### config.mk
export PLATFORM = sky130hd
export DESIGN_NAME = xtea_host_flat
export DESIGN_NICKNAME = d
export VERILOG_FILES = /design/src/rtl/xtea_host_if.sv /design/src/rtl/xtea_host.sv /design/src/flat_wrapper.sv
export SDC_FILE = /design/constraint.sdc
export NUM_CORES = 1
export LEC_CHECK = 0
export ABC_CLOCK_PERIOD_IN_PS = 6630
export CORE_AREA = 2 2 208 210
export CTS_CLUSTER_DIAMETER = 30
export DETAILED_ROUTE_END_ITERATION = 16
export DIE_AREA = 0 0 210 212
export DONT_BUFFER_PORTS = 1
export PLACE_DENSITY = 0.4
export SLEW_MARGIN = 20
export SYNTH_ARGS = -nofsm -noshare
export SYNTH_HDL_FRONTEND = slang
export SYNTH_SLANG_ARGS = --single-unit
### constraint.sdc
create_clock -name clk -period 6.63 [get_ports clk]
set_input_delay 0.663 -clock clk [delete_from_list [all_inputs] [get_ports clk]]
set_output_delay 0.663 -clock clk [all_outputs]
set_load 0.1 [all_outputs]
### src/rtl/xtea_host_if.sv
// Bundle of upstream request, downstream result, engine request/response and status
// signals for the XTEA host; slave is the host side, master is the environment side.
interface xtea_host_if #(
  parameter int CNT_W = 16
);
  logic             s_valid_i;
  logic             s_ready_o;
  logic [63:0]      s_data_i;
  logic [127:0]     s_key_i;
  logic             s_decrypt_i;
  logic             m_valid_o;
  logic             m_ready_i;
  logic [63:0]      m_data_o;
  logic             m_err_o;
  logic             x_valid_o;
  logic             x_en_o;
  logic [63:0]      x_data_o;
  logic [127:0]     x_key_o;
  logic             x_decrypt_o;
  logic [63:0]      x_result_i;
  logic             x_valid_i;
  logic             x_busy_i;
  logic             busy_o;
  logic [CNT_W-1:0] done_cnt_o;

  modport slave (
    input  s_valid_i, s_data_i, s_key_i, s_decrypt_i, m_ready_i,
           x_result_i, x_valid_i, x_busy_i,
    output s_ready_o, m_valid_o, m_data_o, m_err_o, x_valid_o, x_en_o,
           x_data_o, x_key_o, x_decrypt_o, busy_o, done_cnt_o
  );

  modport master (
    output s_valid_i, s_data_i, s_key_i, s_decrypt_i, m_ready_i,
           x_result_i, x_valid_i, x_busy_i,
    input  s_ready_o, m_valid_o, m_data_o, m_err_o, x_valid_o, x_en_o,
           x_data_o, x_key_o, x_decrypt_o, busy_o, done_cnt_o
  );
endinterface

### src/rtl/xtea_host.sv
// Single-request host around an XTEA engine: latches a block, strobes the engine once,
// waits for its result with a timeout, and holds the result until the consumer takes it.
module xtea_host #(
  parameter int TIMEOUT_CYCLES = 255,
  parameter int CNT_W          = 16
) (
  input logic        clk,
  input logic        rst_ni,
  xtea_host_if.slave bus
);

  typedef enum logic [1:0] {IDLE, ISSUE, WAIT, HOLD} state_t;

  localparam logic [15:0] TMO_LOAD = 16'(TIMEOUT_CYCLES);

  state_t           state_q, state_d;
  logic             ready_c, issue_c, busy_c;
  logic             accept, result_in, timeout, handshake;

  logic [63:0]      x_data_p0;
  logic [127:0]     x_key_p0;
  logic             x_dec_p0;
  logic [15:0]      tmo_p0;

  logic [63:0]      m_data_p1;
  logic             m_err_p1;
  logic             vld_p1;
  logic [CNT_W-1:0] done_p1;

  assign accept    = ready_c && bus.s_valid_i;
  assign result_in = (state_q == WAIT) && bus.x_valid_i;
  assign timeout   = (state_q == WAIT) && !bus.x_valid_i && (tmo_p0 == 16'd0);
  assign handshake = (state_q == HOLD) && bus.m_ready_i;

  always_ff @(posedge clk or negedge rst_ni) begin
    if (!rst_ni) state_q <= IDLE;
    else         state_q <= state_d;
  end

  always_comb begin
    state_d = state_q;
    ready_c = 1'b0;
    issue_c = 1'b0;
    busy_c  = 1'b1;
    case (state_q)
      IDLE: begin
        busy_c  = 1'b0;
        ready_c = !bus.x_busy_i;
        if (ready_c && bus.s_valid_i) state_d = ISSUE;
      end
      ISSUE: begin
        issue_c = 1'b1;
        state_d = WAIT;
      end
      WAIT:    if (result_in || timeout) state_d = HOLD;
      HOLD:    if (bus.m_ready_i) state_d = IDLE;
      default: state_d = IDLE;
    endcase
  end

  // Request stage: operands and timeout counter toward the engine
  always_ff @(posedge clk or negedge rst_ni) begin
    if (!rst_ni) begin
      x_data_p0 <= '0;
      x_key_p0  <= '0;
      x_dec_p0  <= 1'b0;
      tmo_p0    <= '0;
    end else begin
      if (accept) begin
        x_data_p0 <= bus.s_data_i;
        x_key_p0  <= bus.s_key_i;
        x_dec_p0  <= bus.s_decrypt_i;
      end
      if (state_q == ISSUE)
        tmo_p0 <= TMO_LOAD;
      else if (state_q == WAIT && !bus.x_valid_i && tmo_p0 != 16'd0)
        tmo_p0 <= tmo_p0 - 16'd1;
    end
  end

  // Result stage: a real result beats a coincident timeout
  always_ff @(posedge clk or negedge rst_ni) begin
    if (!rst_ni) begin
      m_data_p1 <= '0;
      m_err_p1  <= 1'b0;
      vld_p1    <= 1'b0;
      done_p1   <= '0;
    end else begin
      if (result_in) begin
        m_data_p1 <= bus.x_result_i;
        m_err_p1  <= 1'b0;
        vld_p1    <= 1'b1;
      end else if (timeout) begin
        m_data_p1 <= '0;
        m_err_p1  <= 1'b1;
        vld_p1    <= 1'b1;
      end else if (handshake) begin
        vld_p1    <= 1'b0;
      end
      if (handshake && !m_err_p1) done_p1 <= done_p1 + 1'b1;
    end
  end

  assign bus.s_ready_o   = ready_c;
  assign bus.x_valid_o   = issue_c;
  assign bus.x_en_o      = issue_c;
  assign bus.busy_o      = busy_c;
  assign bus.x_data_o    = x_data_p0;
  assign bus.x_key_o     = x_key_p0;
  assign bus.x_decrypt_o = x_dec_p0;
  assign bus.m_valid_o   = vld_p1;
  assign bus.m_data_o    = m_data_p1;
  assign bus.m_err_o     = m_err_p1;
  assign bus.done_cnt_o  = done_p1;

endmodule

### src/flat_wrapper.sv
// flat-port wrapper written by rule: the top's interface ports become plain ports
module xtea_host_flat 
#(
  parameter int TIMEOUT_CYCLES = 255,
  parameter int CNT_W          = 16
)
  (clk, rst_ni, bus_s_valid_i, bus_s_data_i, bus_s_key_i, bus_s_decrypt_i, bus_m_ready_i, bus_x_result_i, bus_x_valid_i, bus_x_busy_i, bus_s_ready_o, bus_m_valid_o, bus_m_data_o, bus_m_err_o, bus_x_valid_o, bus_x_en_o, bus_x_data_o, bus_x_key_o, bus_x_decrypt_o, bus_busy_o, bus_done_cnt_o);
  xtea_host_if #(.CNT_W(CNT_W)) bus_i ();
  input logic clk;
  input logic rst_ni;
  input wire logic [$bits(bus_i.s_valid_i)-1:0] bus_s_valid_i;
  input wire logic [$bits(bus_i.s_data_i)-1:0] bus_s_data_i;
  input wire logic [$bits(bus_i.s_key_i)-1:0] bus_s_key_i;
  input wire logic [$bits(bus_i.s_decrypt_i)-1:0] bus_s_decrypt_i;
  input wire logic [$bits(bus_i.m_ready_i)-1:0] bus_m_ready_i;
  input wire logic [$bits(bus_i.x_result_i)-1:0] bus_x_result_i;
  input wire logic [$bits(bus_i.x_valid_i)-1:0] bus_x_valid_i;
  input wire logic [$bits(bus_i.x_busy_i)-1:0] bus_x_busy_i;
  output wire logic [$bits(bus_i.s_ready_o)-1:0] bus_s_ready_o;
  output wire logic [$bits(bus_i.m_valid_o)-1:0] bus_m_valid_o;
  output wire logic [$bits(bus_i.m_data_o)-1:0] bus_m_data_o;
  output wire logic [$bits(bus_i.m_err_o)-1:0] bus_m_err_o;
  output wire logic [$bits(bus_i.x_valid_o)-1:0] bus_x_valid_o;
  output wire logic [$bits(bus_i.x_en_o)-1:0] bus_x_en_o;
  output wire logic [$bits(bus_i.x_data_o)-1:0] bus_x_data_o;
  output wire logic [$bits(bus_i.x_key_o)-1:0] bus_x_key_o;
  output wire logic [$bits(bus_i.x_decrypt_o)-1:0] bus_x_decrypt_o;
  output wire logic [$bits(bus_i.busy_o)-1:0] bus_busy_o;
  output wire logic [$bits(bus_i.done_cnt_o)-1:0] bus_done_cnt_o;
  assign bus_i.s_valid_i = bus_s_valid_i;
  assign bus_i.s_data_i = bus_s_data_i;
  assign bus_i.s_key_i = bus_s_key_i;
  assign bus_i.s_decrypt_i = bus_s_decrypt_i;
  assign bus_i.m_ready_i = bus_m_ready_i;
  assign bus_i.x_result_i = bus_x_result_i;
  assign bus_i.x_valid_i = bus_x_valid_i;
  assign bus_i.x_busy_i = bus_x_busy_i;
  assign bus_s_ready_o = bus_i.s_ready_o;
  assign bus_m_valid_o = bus_i.m_valid_o;
  assign bus_m_data_o = bus_i.m_data_o;
  assign bus_m_err_o = bus_i.m_err_o;
  assign bus_x_valid_o = bus_i.x_valid_o;
  assign bus_x_en_o = bus_i.x_en_o;
  assign bus_x_data_o = bus_i.x_data_o;
  assign bus_x_key_o = bus_i.x_key_o;
  assign bus_x_decrypt_o = bus_i.x_decrypt_o;
  assign bus_busy_o = bus_i.busy_o;
  assign bus_done_cnt_o = bus_i.done_cnt_o;
  xtea_host #(.TIMEOUT_CYCLES(TIMEOUT_CYCLES), .CNT_W(CNT_W)) u_core (.clk(clk), .rst_ni(rst_ni), .bus(bus_i));
endmodule
# Word level (Yosys, flattened, before mapping)
# Index checks and enable logic that the tools add are counted.
[classes] n_mux=16 n_reduce_logical=19 n_eq_ne=6 add_sub_neg=2
[op_table] cell="two-way mux 64 bit" count=2
[op_table] cell="two-way mux 16 bit" count=2
[op_table] cell="adder 16 x 1 -> 16 bit (second input constant)" count=1
[op_table] cell="zero test 16 bit" count=1
[op_table] cell="nonzero test 16 bit" count=1
[op_table] cell="subtractor 16 x 1 -> 16 bit (second input constant)" count=1
[op_table] cell="logical AND 1 bit" count=8
[op_table] cell="two-way mux 1 bit" count=8
[op_table] cell="case mux 2 bit (4 select lines)" count=1
[op_table] cell="two-way mux 2 bit" count=3
[op_table] cell="== test 2 bit (second input constant)" count=2
[op_table] cell="!= test 2 bit (second input constant)" count=2
[op_table] cell="nonzero test 2 bit" count=2
[op_table] cell="zero test 1 bit" count=3
[op_table] cell="AND reduction 3 bit" count=1
[op_table] cell="nonzero test 3 bit" count=1
[op_table] cell="== test 2 x 1 -> 1 bit (second input constant)" count=1
[op_table] cell="zero test 2 bit" count=1
[op_table] cell="!= test 2 x 1 -> 1 bit (second input constant)" count=1
[op_table] cell="logical OR 1 bit" count=1
[word_totals] reg_bits=293 elab_cells=52 inputBits=263

# Depth between registers and ports, before layout
[depth] word_depth=6 ltp_mapped=8 depth_no_buf=6

# Least setup slack after synthesis
# OpenSTA, ideal clock, no wires.
[synth_timing] path_kind="register -> register" startpoint="register u_core.state_q[0]" endpoint="register u_core.x_key_p0[100] (netlist: u_core.bus.x_key_o[100])" arrival_time_ns=3.542 path_buffers=2 stages_incl_launch_ff=9 required_time_ns=6.504 setup_slack_ns=2.963 path_cell_list="dfrtp_1 inv_1 ha_1 inv_1 nor2_1 nand2_1 clkbuf_1 clkbuf_1 mux2_2"
[synth_between] elab_chain_cells=3
[synth_lines] item="start, declared" line="xtea_host.sv:16" rtl="state_t state_q, state_d;"
[synth_lines] item="start signal, assigned" line="xtea_host.sv:37" rtl="else state_q <= state_d;"
[synth_lines] item="zero test 2 bit" line="xtea_host.sv:45" rtl="case (state_q)"
[synth_lines] item="two-way mux 1 bit" line="xtea_host.sv:45"
[synth_lines] item="named net bus_s_ready_o" line="flat_wrapper.sv:19" rtl="output wire logic [$bits(bus_i.s_ready_o)-1:0] bus_s_ready_o;"
[synth_lines] item="logical AND 1 bit" line="xtea_host.sv:30" rtl="assign accept = ready_c && bus.s_valid_i;"
[synth_lines] item="end signal, assigned" line="xtea_host.sv:71" rtl="x_key_p0 <= bus.s_key_i;"
[synth_lines] item="end, declared" line="xtea_host.sv:21" rtl="logic [127:0] x_key_p0;"
# The timed path passes the listed nets, and every way through them passes these cells.
# A chain may end at the register's enable or synchronous reset.

# Final worst setup path
[layout_timing] startpoint="register u_core.state_q[0]" endpoint="register u_core.x_key_p0[33] (netlist: u_core.bus.x_key_o[33])"
# Same word-level chain as after synthesis.

==> out/results.ini <==
[routing]
post_drt_wl_per_cell_um=22.4
routed_wl_mm=30.8
dr.pass1.iters=5
antenna_left=0
num_vias=6601
route.detailed.drc=0
via_per_inst=4.80
dr.first_iter.drc_count=394

[synth]
synth_flop_cell=dfrtp_1
synth_area_mm2=0.0112
synth_fp_nets=1003
yosysTopAreaCell=dfrtp_1
synth_seq_cells=293
synth-async-reset-ratio=1.00
synth.distinct_cells=42
seq_area_frac_synth=0.656
synth_cells=734
synth.avg_cell_area_um2=15.2
synth_top_area_share=0.656
ys.warnings.count=0
synth_area_leaders=dfrtp_1 (66%), mux2_2 (20%), a22o_1 (5.0%), clkbuf_1 (1.1%), xnor2_1 (0.78%)
synth-edff-count=0

[clock_network]
clockBufferDepth=3
h-tree-depth=3
cts_tree=yes
clkSlewWorstSetupHoldPaths_ns=0.05
clk_latency_ns=0.56
cts_num_sinks=293
cts_setup_buffers=0
cts_buffers=73
cts_root_buffer=clkbuf_16
cts_resized=0

[sta]
finClkSkew_ns=0.0131
tightest_slew_ns=1.09
final_hold_viol_count=293
hold_ws_ns=-0.196
fin_crit_sh=0.547
fmax_mhz=276
timing.final.crit_period_ns=3.63
finalMaxSlewViolations=0
setup_violations=0
rsz0062_at_grt=false
slew-limit-headroom=0.276
setup-tns-final_ns=0

[floorplanning]
ioPinCount=542
initial_core_util=0.263
core.rowCount=76
die_area_mm2=0.0445
coreArea_mm2=0.0425
die_y_um=212
dieWidth_um=210

[grt]
grt_use_met1=0.134
grt_max_degree=294
grt_overflow=0
globalRouteTotalUtil=0.133
grt_pass1_wl_mm=45.2
grt.busiest_layer=met2
antenna_found_initial=2
grt_util_met3=0.0606
gr-usage-met2=0.231
grt_pass1_vias=7358

[cells_and_area]
diodes=0
area_growth_pct=29.2
fin_nets=1043
layout-drive-gt1-share=0.407

[flow_run]
cap_violations=0

[run_status]
violations=hold timing
status=finished, violations left

[critical_path]
cp-start-kind=flop
crit_arrival_ns=4.06
crit_required_ns=7.06
crit_path_end_kind=flop
crit_type=flop to flop
path_max_fanout=72

[place]
port_buffers=0
dpl.hpwl_mm=21.5
gp_congestion=0.812

[hold_path]
hold_class=input pin to asynchronous set/reset pin

-- per-layer routing --
| layer | vias to the layer above | routed length, um |
|---|---|---|
| met5 | - | 30 |
| met4 | 4 | 966 |
| met3 | 61 | 3100 |
| met2 | 391 | 16000 |
| met1 | 3376 | 10700 |
| li1 | 2769 | - |
-- area by class of cell --
class	instances	area, um^2
inverter	8	30.0
fill	4005	28100
clock inverter	41	636
sequential	293	7330
multi-input combinational	393	3690
tap	546	683
timing repair buffer	5	50.0
clock buffer	89	2020
-- through the flow --
| stage | worst slack (ns) | cells | utilization | hold WS, ns | area (um^2) |
|---|---|---|---|---|---|
| finish | 3.00 | 1375 | 0.340 | -0.196 | 14400 |
| detailed placement | 2.37 | 1245 | 0.277 | 0.373 | 11800 |
| global route | 2.86 | 1375 | 0.340 | -0.231 | 14400 |
| CTS | 2.34 | 1375 | 0.339 | -0.238 | 14400 |
| floorplan | 2.96 | 734 | - | 0.367 | 11200 |
| global placement | 2.48 | 1245 | 0.277 | 0.374 | 11800 |
-- worst max-delay path: stages, from the launching register on --
cell     delay, ns
dfrtp_1       0.37
inv_1         0.09
ha_1          0.24
inv_1         0.68
nor2_4        0.34
nand2_8       0.52
buf_4         0.68
mux2_2        0.42
-- worst paths after layout --
check / from / end / slack (ns) / cells past startpoint
max: u_core.state_q[0] / u_core.bus.x_key_o[33] / 3.00 / 7
min: rst_ni / u_core.bus.m_data_o[57] / -0.20 / 0
max reg2reg: u_core.state_q[0] / u_core.bus.x_key_o[33] / 3.00 / 7
min reg2reg: u_core.tmo_p0[12] / u_core.tmo_p0[13] / 0.56 / 1
max in group asynchronous: rst_ni / u_core.tmo_p0[8] / 6.18 / 0
min in group clk: bus_x_result_i[41] / u_core.bus.m_data_o[41] / 0.24 / 1
-- cells in the mapped netlist (all sizes together) (3+ instances only) --
cell / instances
a21oi: 8
a22o: 64
buf: 8
clkbuf: 32
dfrtp: 293
ha: 6
inv: 8
mux2: 195
nand2: 11
nand2b: 4
nand3: 8
nand4: 5
nor2: 12
nor3: 8
nor4: 6
o21ai: 11
o311ai: 3
o31ai: 3
or3: 5
or3b: 4
or4: 8
xnor2: 10
xor2: 5
-- state kept, by name, indices dropped and copies added (netlist names) --
| name | count |
|---|---|
| u_core.bus.x_key_o | 128 |
| u_core.bus.m_data_o | 64 |
| u_core.bus.x_data_o | 64 |
| u_core.bus.done_cnt_o | 16 |
| u_core.tmo_p0 | 16 |
| u_core.state_q | 2 |
| u_core.bus.m_err_o | 1 |
| u_core.bus.m_valid_o | 1 |
| u_core.bus.x_decrypt_o | 1 |
-- logic make-up after synthesis --
family,after synthesis,synth area share
AO/OA/AOI/OAI,95,0.0676
XOR/XNOR,15,0.0118
adder cells (fa/ha/maj),6,0.00672
buffers and inverters,48,0.0172
flip-flops,293,0.656
multiplexers,195,0.196
AND/OR/NAND/NOR,82,0.0441
-- cells in the final DEF, fill, tap and decap left out, types with 9 or more instances in the layout --
cell type    n
dfrtp_1    293
mux2_2     195
clkbuf_16   77
a22o_1      64
bufinv_16   15
nor2_1      11
nand2_1     10
o21ai_0     10
xnor2_1     10
clkinv_2     9
Power is not shown: default switching activity piles up to over one toggle a cycle in this logic, so the estimate is an artifact.
